`src/rtl/mem_image_loader.sv`:
```
// Memory image preloader: writes NUM_LINES consecutive lines from an image
// source over a valid/ready request channel, then optionally reads every line
// back and flags the first line whose data or tag does not match the image.
module mem_image_loader #(
    parameter int          DATA_WIDTH = 512,
    parameter int          ADDR_WIDTH = 26,
    parameter int          TAG_WIDTH  = 48,
    parameter int          NUM_LINES  = 16,
    parameter int unsigned BASE_ADDR  = 0,
    parameter int          VERIFY     = 1,
    localparam int         IW         = $clog2(NUM_LINES) + 1
) (
    input  logic                  clk,
    input  logic                  reset,
    input  logic                  start,
    output logic                  busy,
    output logic                  done,
    output logic                  error,
    output logic [IW-1:0]         err_idx,
    output logic [IW-1:0]         img_idx,
    input  logic [DATA_WIDTH-1:0] img_data,
    output logic                  req_valid,
    input  logic                  req_ready,
    output logic                  req_rw,
    output logic [ADDR_WIDTH-1:0] req_addr,
    output logic [DATA_WIDTH-1:0] req_data,
    output logic [TAG_WIDTH-1:0]  req_tag,
    input  logic                  rsp_valid,
    input  logic [DATA_WIDTH-1:0] rsp_data,
    input  logic [TAG_WIDTH-1:0]  rsp_tag,
    output logic                  rsp_ready
);

    localparam logic [2:0] S_IDLE    = 3'd0;
    localparam logic [2:0] S_WRITE   = 3'd1;
    localparam logic [2:0] S_RD_REQ  = 3'd2;
    localparam logic [2:0] S_RD_WAIT = 3'd3;
    localparam logic [2:0] S_DONE    = 3'd4;

    localparam logic [ADDR_WIDTH-1:0] BASE = ADDR_WIDTH'(BASE_ADDR);
    localparam logic [IW-1:0]         LAST = IW'(NUM_LINES - 1);
    // Where the write phase goes after the last line.
    localparam logic [2:0]            S_AFTER_WR = (VERIFY != 0) ? S_RD_REQ : S_DONE;

    logic [2:0]    state_q, state_d;
    logic [IW-1:0] idx_q, idx_d;
    logic          error_q, error_d;
    logic [IW-1:0] err_idx_q, err_idx_d;

    logic hs, last, mism;

    // Outputs depend on state and index only, so req_valid never looks at req_ready
    // and the request stays stable until accepted.
    always_comb begin
        req_valid = (state_q == S_WRITE) || (state_q == S_RD_REQ);
        req_rw    = (state_q == S_WRITE);
        req_addr  = req_valid ? (BASE + ADDR_WIDTH'(idx_q)) : '0;
        req_tag   = req_valid ? TAG_WIDTH'(idx_q) : '0;
        req_data  = (state_q == S_WRITE) ? img_data : '0;
        rsp_ready = (state_q == S_RD_WAIT);
        busy      = (state_q != S_IDLE) && (state_q != S_DONE);
        done      = (state_q == S_DONE);
        error     = error_q;
        err_idx   = err_idx_q;
        img_idx   = idx_q;
    end

    // Next-state logic: walk idx through the write phase, then the one-at-a-time read phase.
    always_comb begin
        state_d   = state_q;
        idx_d     = idx_q;
        error_d   = error_q;
        err_idx_d = err_idx_q;
        hs        = req_valid && req_ready;
        last      = (idx_q == LAST);
        mism      = (rsp_data != img_data) || (rsp_tag != TAG_WIDTH'(idx_q));
        case (state_q)
            S_IDLE, S_DONE: begin
                if (start) begin
                    state_d   = S_WRITE;
                    idx_d     = '0;
                    error_d   = 1'b0;
                    err_idx_d = '0;
                end
            end
            S_WRITE: begin
                if (hs) begin
                    if (last) begin
                        state_d = S_AFTER_WR;
                        idx_d   = '0;
                    end else begin
                        idx_d = idx_q + 1'b1;
                    end
                end
            end
            S_RD_REQ: begin
                if (hs) state_d = S_RD_WAIT;
            end
            S_RD_WAIT: begin
                if (rsp_valid) begin
                    // Keep only the first failing line.
                    if (mism && !error_q) begin
                        error_d   = 1'b1;
                        err_idx_d = idx_q;
                    end
                    if (last) begin
                        state_d = S_DONE;
                        idx_d   = '0;
                    end else begin
                        state_d = S_RD_REQ;
                        idx_d   = idx_q + 1'b1;
                    end
                end
            end
            default: state_d = S_IDLE;
        endcase
    end

    // State registers; reset drops any outstanding request on the floor.
    always_ff @(posedge clk) begin
        if (reset) begin
            state_q   <= S_IDLE;
            idx_q     <= '0;
            error_q   <= 1'b0;
            err_idx_q <= '0;
        end else begin
            state_q   <= state_d;
            idx_q     <= idx_d;
            error_q   <= error_d;
            err_idx_q <= err_idx_d;
        end
    end

endmodule

```
`config.mk`:
```
export PLATFORM = sky130hd
export DESIGN_NAME = mem_image_loader
export DESIGN_NICKNAME = d
export VERILOG_FILES = /design/src/rtl/mem_image_loader.sv
export SDC_FILE = /design/constraint.sdc
export NUM_CORES = 1
export LEC_CHECK = 0
export ABC_CLOCK_PERIOD_IN_PS = 4000
export CAP_MARGIN = 25
export CORE_AREA = 2 2 650 652
export DETAILED_ROUTE_END_ITERATION = 7
export DIE_AREA = 0 0 652 654
export PLACE_DENSITY = 0.3
export SLEW_MARGIN = 40
export SYNTH_ARGS = -nofsm -noshare
export SYNTH_HDL_FRONTEND = slang
export SYNTH_SLANG_ARGS = --single-unit
```
`constraint.sdc`:
```
create_clock -name clk -period 4 [get_ports clk]
set_clock_uncertainty 0.1 [all_clocks]
set_input_delay 0.8 -clock clk [delete_from_list [all_inputs] [get_ports clk]]
set_output_delay 0.8 -clock clk [all_outputs]
set_load 0.01 [all_outputs]
```
==> summary.md, run 1 <==
| Metric | Value |
|---|---|
| Outcome | `completed` |
| Initial Utilization | `2.483%` |
| Final WL | `350.6 mm` |
| Die W | `652 um` |
| Req. time, crit path | `4.04 ns` |
| Port Buffer Count | `1614` |
| FF+latch area | `280.3 um^2` |
| # setup viols final | `0` |
| RSZ-0062 raised after global routing | `no` |
| Relative slew slack | `45.51%` |
| Largest net degree at the start of global routing | `101` |
| Hold crit path type | `reg2reg` |
| Vias per cell | `2.245` |
| Commonest non-fill, non-tap cell in the layout | `clkdlybuf4s50_1` |
| First-pass GRT wire length | `389.6 mm` |
| Commonest non-fill, non-tap cells in the layout | `clkdlybuf4s50_1, and2_1, xnor2_1` |
| # IOs | `1679` |
| Cell Pwr Density | `155.1 nW/um^2` |
| Average wire per standard cell | `40.49 um` |
| Tot GR Track Use | `15.71%` |
| Prevailing post-synth register cell | `dfxtp_1` |
| Ranking of synthesized cells by area | `xnor2_1, and2_1, nand4_1` |
| CTS root buf | `clkbuf_16` |
| Cts hold-fix bufs | `0` |
| Die area | `426400 um^2` |
| Setup Buffers After CTS | `0` |
| CP Class | `in2reg` |
| Die height | `654 um` |
| Filler Cell Count | `48910` |
| Layout Cells excl Fill | `8659` |
| Max FO, Critical Path | `5` |
| Final Hold Fails | `0` |
| Startpoint types | `input port` |
| Final GP Congestion | `0.8761` |
| Layout cells sized above 1 | `11.97%` |
| FF+latch count, synth | `14` |
| Initial antenna violation count | `454` |
| Hold depth | `2` |
| CTS sink count | `14` |
| GRT overflow | `0` |
| R2r setup slk | `0.88 ns` |
| Worst EP arrival | `3.93 ns` |
| Tmin final | `3.887 ns` |
| Skew-Pair Late Insertion Delay | `0.26 ns` |
| Int Power | `2.846 mW` |
| Cts bufs inserted | `3` |
| TritonCTS clock tree | `done` |
| Remaining DRCs | `0` |
| Row Count | `238` |
| Worst-path clk slew | `0.07 ns` |
| P_sw | `2.680 mW` |
| Maximum vdd drop | `0.0001070 V` |
| Total vias in the final route | `19440` |
| Core Util, Final | `8.499%` |
| Max-cap violations | `0` |
| Post-Synthesis Cells | `1439` |
| Clock power share | `4.3%` |
| Area Growth Syn to Fin | `242.3%` |
| Core ar. | `419300 um^2` |
| Htree depth | `1` |
| Switching share of power | `48.50%` |
| Post-Layout Inst Area | `35640 um^2` |
| Vias in the first global route | `18620` |
| Worst-Margin Slew | `0.8148 ns` |
| DR pass1 iterations | `5` |
| Worst reg2reg path depth | `12` |
| CTS Buffer Depth | `2` |
| Synthesized area per cell | `7.235 um^2` |
| Area after DPL | `35280 um^2` |
| DR iter-0 viols | `1259` |
| Synth unique cells | `37` |
| F_max | `257.2 MHz` |
| Cell taking the most area after synthesis | `xnor2_1` |
| Comb power frac | `93.0%` |
| Inst Count DP | `8584` |
| YS warnings | `0` |
| Leakage power | `10.86 nW` |
| Synthesized cell area | `10410 um^2` |
| Flop pwr share | `2.7%` |
| Footprint of the multi-input gates | `9809 um^2` |
| Layout Nets | `4146` |
| Critical path capture point type | `register` |
| Post-synth EDFFs | `0` |
| ANT nets after route | `0` |
| Async set-reset flop share out of synthesis | `0%` |
| Post-synthesis sequential area ratio | `2.692%` |
| Period utilization | `97.18%` |
| Detailed Place HPWL | `337.3 mm` |
| Max Slew Vio Count | `0` |
| Top cell type's share of synthesized area | `40.04%` |
==> cell usage after synthesis (2+ instances only) <==
cell type  number
nor4_1         51
buf_4          69
clkbuf_1       60
o21ai_1         4
nand4_1       130
dfxtp_1        14
nor2_1          6
or4_1           2
nand3_1         5
nor3_1          2
nand2b_1       10
and2_1        518
inv_1           2
nand2_1        12
xnor2_1       476
a21oi_1         9
nor3b_1         2
mux2i_1         6
nor2b_1         2
xor2_1         42
==> critical path, cell delays in order <==
cell and delay [ns]:
clkdlybuf4s50_1 0.63, xnor2_2 0.32, nand4_1 0.21, nor4_1 0.42, buf_4 0.19, nand4_1 0.25
nor4_4 0.48, buf_6 0.21, a31oi_4 0.09, buf_6 0.16, mux2i_1 0.13
==> kinds of logic (layout without fill, tap and decap cells) <==
kind of cell / after synthesis / after routing / synth area share (%)
flip-flops: 14 / 14 / 2.692
other: 1 / 136 / 0.03602
AO/OA/AOI/OAI: 20 / 20 / 1.142
buffers and inverters: 131 / 1696 / 7.211
adder cells (fa/ha/maj): 1 / 1 / 0.1202
XOR/XNOR: 518 / 518 / 43.58
AND/OR/NAND/NOR: 747 / 747 / 44.54
multiplexers: 7 / 7 / 0.6850
==> registers in the layout, indices dropped and copies added (netlist names) <==
name,count
err_idx,5
img_idx,5
state_q,3
error,1
==> power by group through the flow <==
stage / clock network, mW / registers [mW] / logic, mW
after floorplan: 0 / 0.148 / 1.27
after global placement: 0 / 0.155 / 5.33
after detailed placement: 0 / 0.154 / 5.33
after CTS: 0.243 / 0.151 / 5.36
after global routing: 0.249 / 0.152 / 5.50
final: 0.235 / 0.151 / 5.14
==> final timing paths <==
path                      start          to
hold reg to reg      err_idx[0]  err_idx[0]
setup reg to reg     img_idx[4]  err_idx[4]
hold / removal       err_idx[0]  err_idx[0]
setup / recovery  img_data[382]  err_idx[4]
==> timing repair <==
action,4_1_cts,5_1_grt
endpoints found under the setup margin,8,7
resized for setup,57,5
hold endpoints to repair,0,0
pin swaps,16,2
==> metrics by stage <==
step	worst slack [ns]	total power, mW	TNS (ns)	hold slack, ns
finish	0.1126	5.526	0	0.3881
CTS	-0.003732	5.754	-0.003732	0.3879
global placement	-1.157	5.483	-6.745	0.3758
floorplan	1.500	1.420	0	0.3773
detailed placement	-0.9982	5.482	-5.714	0.3721
global route	0.004038	5.906	0	0.4132
==> area by class of cell <==
type	instances	share of cell area (%)
multi-input combinational	1357	27.53
timing repair buffer	1690	51.53
inverter	2	0.02107
antenna	72	0.5056
clock buffer	4	0.2493
tap	5520	19.38
sequential	14	0.7865
==> per-layer routing <==
metal	up-vias	global-route usage, %	routed length (um)
li1	7940	-	-
met1	8813	15.77	119500
met2	1723	28.15	171900
met3	766	10.19	51810
met4	194	1.135	6225
met5	-	0	1263
Power figures use the tool's default switching activity.
==> run 2, diff against run 1 <==
--- a/config.mk
+++ b/config.mk
@@ -5,11 +5,11 @@
 export SDC_FILE = /design/constraint.sdc
 export NUM_CORES = 1
 export LEC_CHECK = 0
-export ABC_CLOCK_PERIOD_IN_PS = 4000
+export ABC_CLOCK_PERIOD_IN_PS = 4400
 export CAP_MARGIN = 25
-export CORE_AREA = 2 2 650 652
+export CORE_AREA = 2 2 658 660
 export DETAILED_ROUTE_END_ITERATION = 7
-export DIE_AREA = 0 0 652 654
+export DIE_AREA = 0 0 660 662
 export PLACE_DENSITY = 0.3
 export SLEW_MARGIN = 40
 export SYNTH_ARGS = -nofsm -noshare
==> constraint.sdc (replaced) <==
create_clock -name clk -period 4.4 [get_ports clk]
set_clock_uncertainty 0.1 [all_clocks]
set_input_delay 0.88 -clock clk [delete_from_list [all_inputs] [get_ports clk]]
set_output_delay 0.88 -clock clk [all_outputs]
set_load 0.01 [all_outputs]
==> run 2 against run 1 <==
Worst setup slack gained 0.014 ns; design area down 5.0%; routed wire length about the same; highest routed layer unchanged.
==> summary.md, run 2 (synthesized netlist as in run 1, its figures left out) <==
| Metric | Value |
|---|---|
| Final Hold Fails | `0 (unchanged)` |
| Worst path cell trace | `clkdlybuf4s50_1 -> xnor2_1 -> nand4_1 -> nor4_1 -> buf_4 -> nand4_1 -> buf_4 -> nor4_2 -> buf_4 -> a31oi_2 -> buf_4 -> mux2i_1` |
| CP Class | `in2reg` |
| Worst path depth | `12 (+1)` |
| ANT nets after route | `0 (unchanged)` |
| Skew-Pair Late Insertion Delay | `0.26 ns (about the same)` |
| Average wire per standard cell | `39.61 um (-2.2%)` |
| Clock power share | `4.6% (+0.3 points)` |
| Footprint of the multi-input gates | `9727 um^2 (-0.84%)` |
| Tot GR Track Use | `15.34% (-0.37 points)` |
| Final WL | `350.6 mm (about the same)` |
| Flop pwr share | `3.0% (+0.3 points)` |
| Startpoint types | `input port` |
| Req. time, crit path | `4.45 ns (+0.41 ns)` |
| PostCTS Resize Cnt | `6 (-89%)` |
| Int Power | `2.296 mW (-19%)` |
| Detailed Place HPWL | `338.3 mm (+0.30%)` |
| Filler Cell Count | `50410 (+3.1%)` |
| CTS sink count | `14 (unchanged)` |
| Cts hold-fix bufs | `0 (unchanged)` |
| Critical path's largest stage delay | `0.65 ns (+0.02 ns)` |
| GRT overflow | `0 (unchanged)` |
| Maximum vdd drop | `0.00008630 V (-19%)` |
| TritonCTS clock tree | `done` |
| Relative slew slack | `46.61% (+1.1 points)` |
| Row Count | `241 (+1.3%)` |
| Slowest CP cell | `nand4_1` |
| # setup viols final | `0 (unchanged)` |
| Area Growth Syn to Fin | `225.3%` |
| Initial Utilization | `2.423% (-0.060 points)` |
| Worst EP arrival | `4.32 ns (+0.39 ns)` |
| Core ar. | `429700 um^2 (+2.5%)` |
| Worst-path clk slew | `0.06 ns (about the same)` |
| End point of the critical path | `err_idx[4]` |
| Reg2Reg Capture Point | `err_idx[4]` |
| Critical path capture point type | `register` |
| Vias in the first global route | `18410 (-1.1%)` |
| Comb power frac | `92.5% (-0.5 points)` |
| F_max | `234.0 MHz` |
| Commonest non-fill, non-tap cell in the layout | `clkdlybuf4s50_1` |
| Initial antenna violation count | `479 (+5.5%)` |
| Crit path launch | `rsp_data[454]` |
| Max-cap violations | `0 (unchanged)` |
| Layout cells sized above 1 | `8.251% (-3.7 points)` |
| Max FO, Critical Path | `5 (unchanged)` |
| DR iter-0 viols | `953 (-24%)` |
| WP buf/inv | `5 (+1)` |
| R2r startpoint | `img_idx[4]` |
| Htree depth | `1 (unchanged)` |
| Worst-Margin Slew | `0.7985 ns (-0.01628 ns)` |
| Setup Buffers After CTS | `0 (unchanged)` |
| RSZ-0062 raised after global routing | `no` |
| Worst reg2reg path depth | `12 (unchanged)` |
| Min Hold Slack | `0.3764 ns (-0.01174 ns)` |
| Remaining DRCs | `0 (unchanged)` |
| Switching share of power | `50.13% (+1.6 points)` |
| First-pass GRT wire length | `389.2 mm (-0.12%)` |
| Largest net degree at the start of global routing | `92 (-8.9%)` |
| Total vias in the final route | `19310 (-0.66%)` |
| Commonest non-fill, non-tap cells in the layout | `clkdlybuf4s50_1, and2_1, xnor2_1` |
| Cell Pwr Density | `135.9 nW/um^2 (-12%)` |
| FF+latch area | `280.3 um^2 (unchanged)` |
| CTS Buffer Depth | `2 (unchanged)` |
| Cell family with most CP delay | `simple AND/OR/NAND/NOR gates` |
| # IOs | `1679 (unchanged)` |
| P_sw | `2.308 mW (-14%)` |
| Fin Setup TNS | `0 ns (unchanged)` |
| Hold Path Origin | `err_idx[0]` |
| Die height | `662 um (+1.2%)` |
| Die area | `436900 um^2 (+2.5%)` |
| Period utilization | `97.12%` |
| R2r setup slk | `1.12 ns (+0.24 ns)` |
| Final GP Congestion | `0.8530 (-2.6%)` |
| Tmin final | `4.273 ns` |
| DR pass1 iterations | `4 (-1)` |
| Total power | `4.604 mW (-17%)` |
| Outcome | `completed` |
| CTS root buf | `clkbuf_16` |
| Leakage power | `9.964 nW (-8.3%)` |
| Port Buffer Count | `1614 (unchanged)` |
| Cts bufs inserted | `3 (unchanged)` |
| Hold crit path type | `reg2reg` |
| Die W | `660 um (+1.2%)` |
| Layout Nets | `4133 (-0.31%)` |
| Max Slew Vio Count | `0 (unchanged)` |
| Worst path most repeated cell | `buf_4` |
| Vias per cell | `2.181 (-2.8%)` |
run 2: changes by cell type in the layout (fill, tap and decap cells not counted), sizes merged:
cell / change
clkdlybuf4s15: -4
clkdlybuf4s50: +125
dlymetal6s2s: -2
dlygate4sd2: -30
buf: -103
diode: +15
clkbuf: +1
run 2: how the worst min path moves through the flow:
stage          cells after the start         end  slack [ns]
6_report                           2  err_idx[0]        0.38
3_3_place_gp                       2  err_idx[2]        0.36
5_1_grt                            2  err_idx[4]        0.41
4_1_cts                            2  err_idx[1]        0.38
3_5_place_dp                       2  err_idx[1]        0.36
2_1_floorplan                      2       error        0.38
run 2: metal layers:
metal  vias to the layer above  global-route usage, %  wire length, um
li1                       7937                      -                -
met4                       198                  1.458             7300
met2                      1708                  27.13           169700
met5                         -                      0             1282
met1                      8683                  15.41           120900
met3                       782                  10.17            51470
run 2: worst min-delay path: cells and delay by family (launching register included):
family	cells	cell delay, ns
flip-flops	1	0.32
AND/OR/NAND/NOR	1	0.06
multiplexers	1	0.05
run 2: area by class of cell:
type / count / share of cell area (%)
inverter: 2 / 0.02217
timing repair buffer: 1677 / 48.43
antenna: 87 / 0.6429
multi-input combinational: 1357 / 28.72
clock buffer: 4 / 0.2623
sequential: 14 / 0.8276
tap: 5710 / 21.10
run 2: stage by stage:
stage	cells	cell area [um^2]	setup slack (ns)	util [%]
4_1_cts	8764	33650	0.006397	7.832
2_1_floorplan	1502	10650	1.820	-
6_report	8851	33870	0.1266	7.881
3_5_place_dp	8760	33520	-0.9701	7.802
5_1_grt	8789	33710	0.02574	7.845
3_3_place_gp	8760	33540	-1.415	7.807
run 2: power by group through the flow:
stage	Sequential, mW	Clock, mW	Combinational (mW)
2_1_floorplan	0.135	0	1.16
3_5_place_dp	0.141	0	4.43
4_1_cts	0.138	0.214	4.46
6_report	0.137	0.210	4.26
5_1_grt	0.138	0.220	4.59
3_3_place_gp	0.140	0	4.43
==> run 3, diff against run 2 <==
--- a/config.mk
+++ b/config.mk
@@ -5,11 +5,11 @@
 export SDC_FILE = /design/constraint.sdc
 export NUM_CORES = 1
 export LEC_CHECK = 0
-export ABC_CLOCK_PERIOD_IN_PS = 4400
+export ABC_CLOCK_PERIOD_IN_PS = 5400
 export CAP_MARGIN = 25
-export CORE_AREA = 2 2 658 660
+export CORE_AREA = 2 2 650 652
 export DETAILED_ROUTE_END_ITERATION = 7
-export DIE_AREA = 0 0 660 662
+export DIE_AREA = 0 0 652 654
 export PLACE_DENSITY = 0.3
 export SLEW_MARGIN = 40
 export SYNTH_ARGS = -nofsm -noshare
==> constraint.sdc (replaced) <==
create_clock -name clk -period 5.4 [get_ports clk]
set_clock_uncertainty 0.1 [all_clocks]
set_input_delay 1.08 -clock clk [delete_from_list [all_inputs] [get_ports clk]]
set_output_delay 1.08 -clock clk [all_outputs]
set_load 0.01 [all_outputs]
==> run 3 against run 2 <==
Worst hold slack worse by 0.0026 ns; worst setup slack better by 0.46 ns; largest power group unchanged; flip-flop and latch count unchanged; register-to-register slack better by 0.87 ns; routed wire length up 0.13%; first-iteration DRC count up 12%; via count down 0.92%; power down 17%.
==> summary.md, run 3 (synthesized netlist as in run 1, its figures left out) <==
| Metric | Value |
|---|---|
| Outcome | `completed` |
| R2r startpoint | `img_idx[2]` |
| Total power | `3.815 mW (-17%)` |
| Row Count | `238 (-1.2%)` |
| Layout Nets | `4112 (-0.51%)` |
| Max Slew Vio Count | `0 (unchanged)` |
| CTS root buf | `clkbuf_16` |
| Commonest non-fill, non-tap cells in the layout | `clkdlybuf4s50_1, and2_1, xnor2_1` |
| TritonCTS clock tree | `done` |
| Worst-path clk slew | `0.05 ns (about the same)` |
| Hold depth | `2 (unchanged)` |
| First-pass GRT wire length | `389.8 mm (+0.15%)` |
| CTS sink count | `14 (unchanged)` |
| Port Buffer Count | `1614 (unchanged)` |
| Detailed Place HPWL | `338.7 mm (+0.12%)` |
| Setup Buffers After CTS | `0 (unchanged)` |
| Die height | `654 um (-1.2%)` |
| # setup viols final | `0 (unchanged)` |
| Final WL | `351.1 mm (+0.13%)` |
| Commonest non-fill, non-tap cell in the layout | `clkdlybuf4s50_1` |
| CTS Buffer Depth | `2 (unchanged)` |
| Area Growth Syn to Fin | `223.5%` |
| Min Hold Slack | `0.3738 ns (-0.002585 ns)` |
| Worst reg2reg path depth | `10 (-2)` |
| Footprint of the multi-input gates | `9743 um^2 (+0.17%)` |
| DR pass1 iterations | `5 (+1)` |
| Largest net degree at the start of global routing | `73 (-21%)` |
| Final GP Congestion | `0.8715 (+2.2%)` |
| Skew-Pair Late Insertion Delay | `0.25 ns (about the same)` |
| Initial antenna violation count | `456 (-4.8%)` |
| Hold Path Origin | `err_idx[4]` |
| RSZ-0062 raised after global routing | `no` |
| Filler Cell Count | `49100 (-2.6%)` |
| Critical path capture point type | `register` |
| CP Class | `in2reg` |
| ANT nets after route | `0 (unchanged)` |
| Remaining DRCs | `0 (unchanged)` |
| Final Hold Fails | `0 (unchanged)` |
| Cts hold-fix bufs | `0 (unchanged)` |
| Tmin final | `4.809 ns` |
| Hold crit path type | `reg2reg` |
| Max-cap violations | `0 (unchanged)` |
| Leakage power | `9.637 nW (-3.3%)` |
| Total vias in the final route | `19130 (-0.92%)` |
| FF+latch area | `280.3 um^2 (unchanged)` |
| Vias per cell | `2.216 (+1.6%)` |
| Initial Utilization | `2.483% (+0.060 points)` |
| # IOs | `1679 (unchanged)` |
| Cell Pwr Density | `113.3 nW/um^2 (-17%)` |
| Cts bufs inserted | `3 (unchanged)` |
| Core ar. | `419300 um^2 (-2.4%)` |
| Crit path launch | `img_data[414]` |
| Average wire per standard cell | `40.66 um (+2.6%)` |
| GRT overflow | `0 (unchanged)` |
| Die area | `426400 um^2 (-2.4%)` |
| PostCTS Resize Cnt | `0 (-6)` |
| Layout cells sized above 1 | `3.759% (-4.5 points)` |
| Htree depth | `1 (unchanged)` |
| Max FO, Critical Path | `5 (unchanged)` |
| Worst EP arrival | `4.88 ns (+0.56 ns)` |
| Startpoint types | `input port` |
| DR iter-0 viols | `1071 (+12%)` |
| F_max | `208.0 MHz` |
| Die W | `652 um (-1.2%)` |
| Tot GR Track Use | `15.73% (+0.40 points)` |
| Worst-Margin Slew | `0.9336 ns (+0.1352 ns)` |
| Period utilization | `89.05%` |
| Relative slew slack | `37.56% (-9.0 points)` |
| Req. time, crit path | `5.47 ns (+1.02 ns)` |
| Maximum vdd drop | `0.00008294 V (-3.9%)` |
| Vias in the first global route | `18340 (-0.39%)` |
[run 3: cell count changes in the layout (fill, tap and decap cells not counted), moves of 3 or more]
cell and change:
buf_12 -8, buf_4 -138, clkdlybuf4s50_1 +123, diode_2 -6
nor4_1 -3, nor4_2 +5, xor2_1 -3, xor2_2 +3
[run 3: critical path, stage by stage]
cell and delay [ns]:
clkdlybuf4s50_1 0.73, xnor2_1 0.34, nand4_1 0.57, nor4_1 0.43
buf_4 0.19, nand4_1 0.34, nor4_2 0.39, buf_4 0.23
a31oi_2 0.15, buf_4 0.20, mux2i_1 0.17
[run 3: layout make-up]
class | instances | share of cell area (%)
multi-input cells | 1357 | 28.93
well taps | 5520 | 20.51
diodes | 81 | 0.6018
flip-flops and latches | 14 | 0.8322
clock buffers | 4 | 0.2638
repair buffers | 1656 | 48.84
inverters | 2 | 0.02229
[run 3: final timing paths]
check	to	slack [ns]
max	err_idx[2]	0.59
min	err_idx[4]	0.37
max reg2reg	err_idx[2]	1.99
min reg2reg	err_idx[4]	0.37
[run 3: where the power goes]
part | internal, mW | leakage, nW | switching, mW
Combinational | 1.67 | 9.48 | 1.87
Sequential | 0.105 | 0.113 | 0.00727
Clock | 0.113 | 0.0447 | 0.0516
[run 3: layer usage]
metal  global-route usage [%]  vias to the layer above  wire length [um]
met4                    1.223                      172              6691
met2                    28.15                     1661            171600
met3                    10.03                      768             50670
met5                        0                        -              1173
li1                         -                     7885                 -
met1                    15.89                     8645            120900
[run 3: through the flow]
step	setup TNS (ns)	worst slack (ns)	instances	area (um^2)	util [%]
finish	0	0.5913	8634	33680	8.033
global route	0	0.3669	8568	33510	7.993
CTS	0	0.3100	8553	33490	7.988
detailed placement	0	0.06898	8549	33400	7.967
global placement	-2.488	-0.4564	8544	33320	7.946
floorplan	0	2.620	1502	10650	-
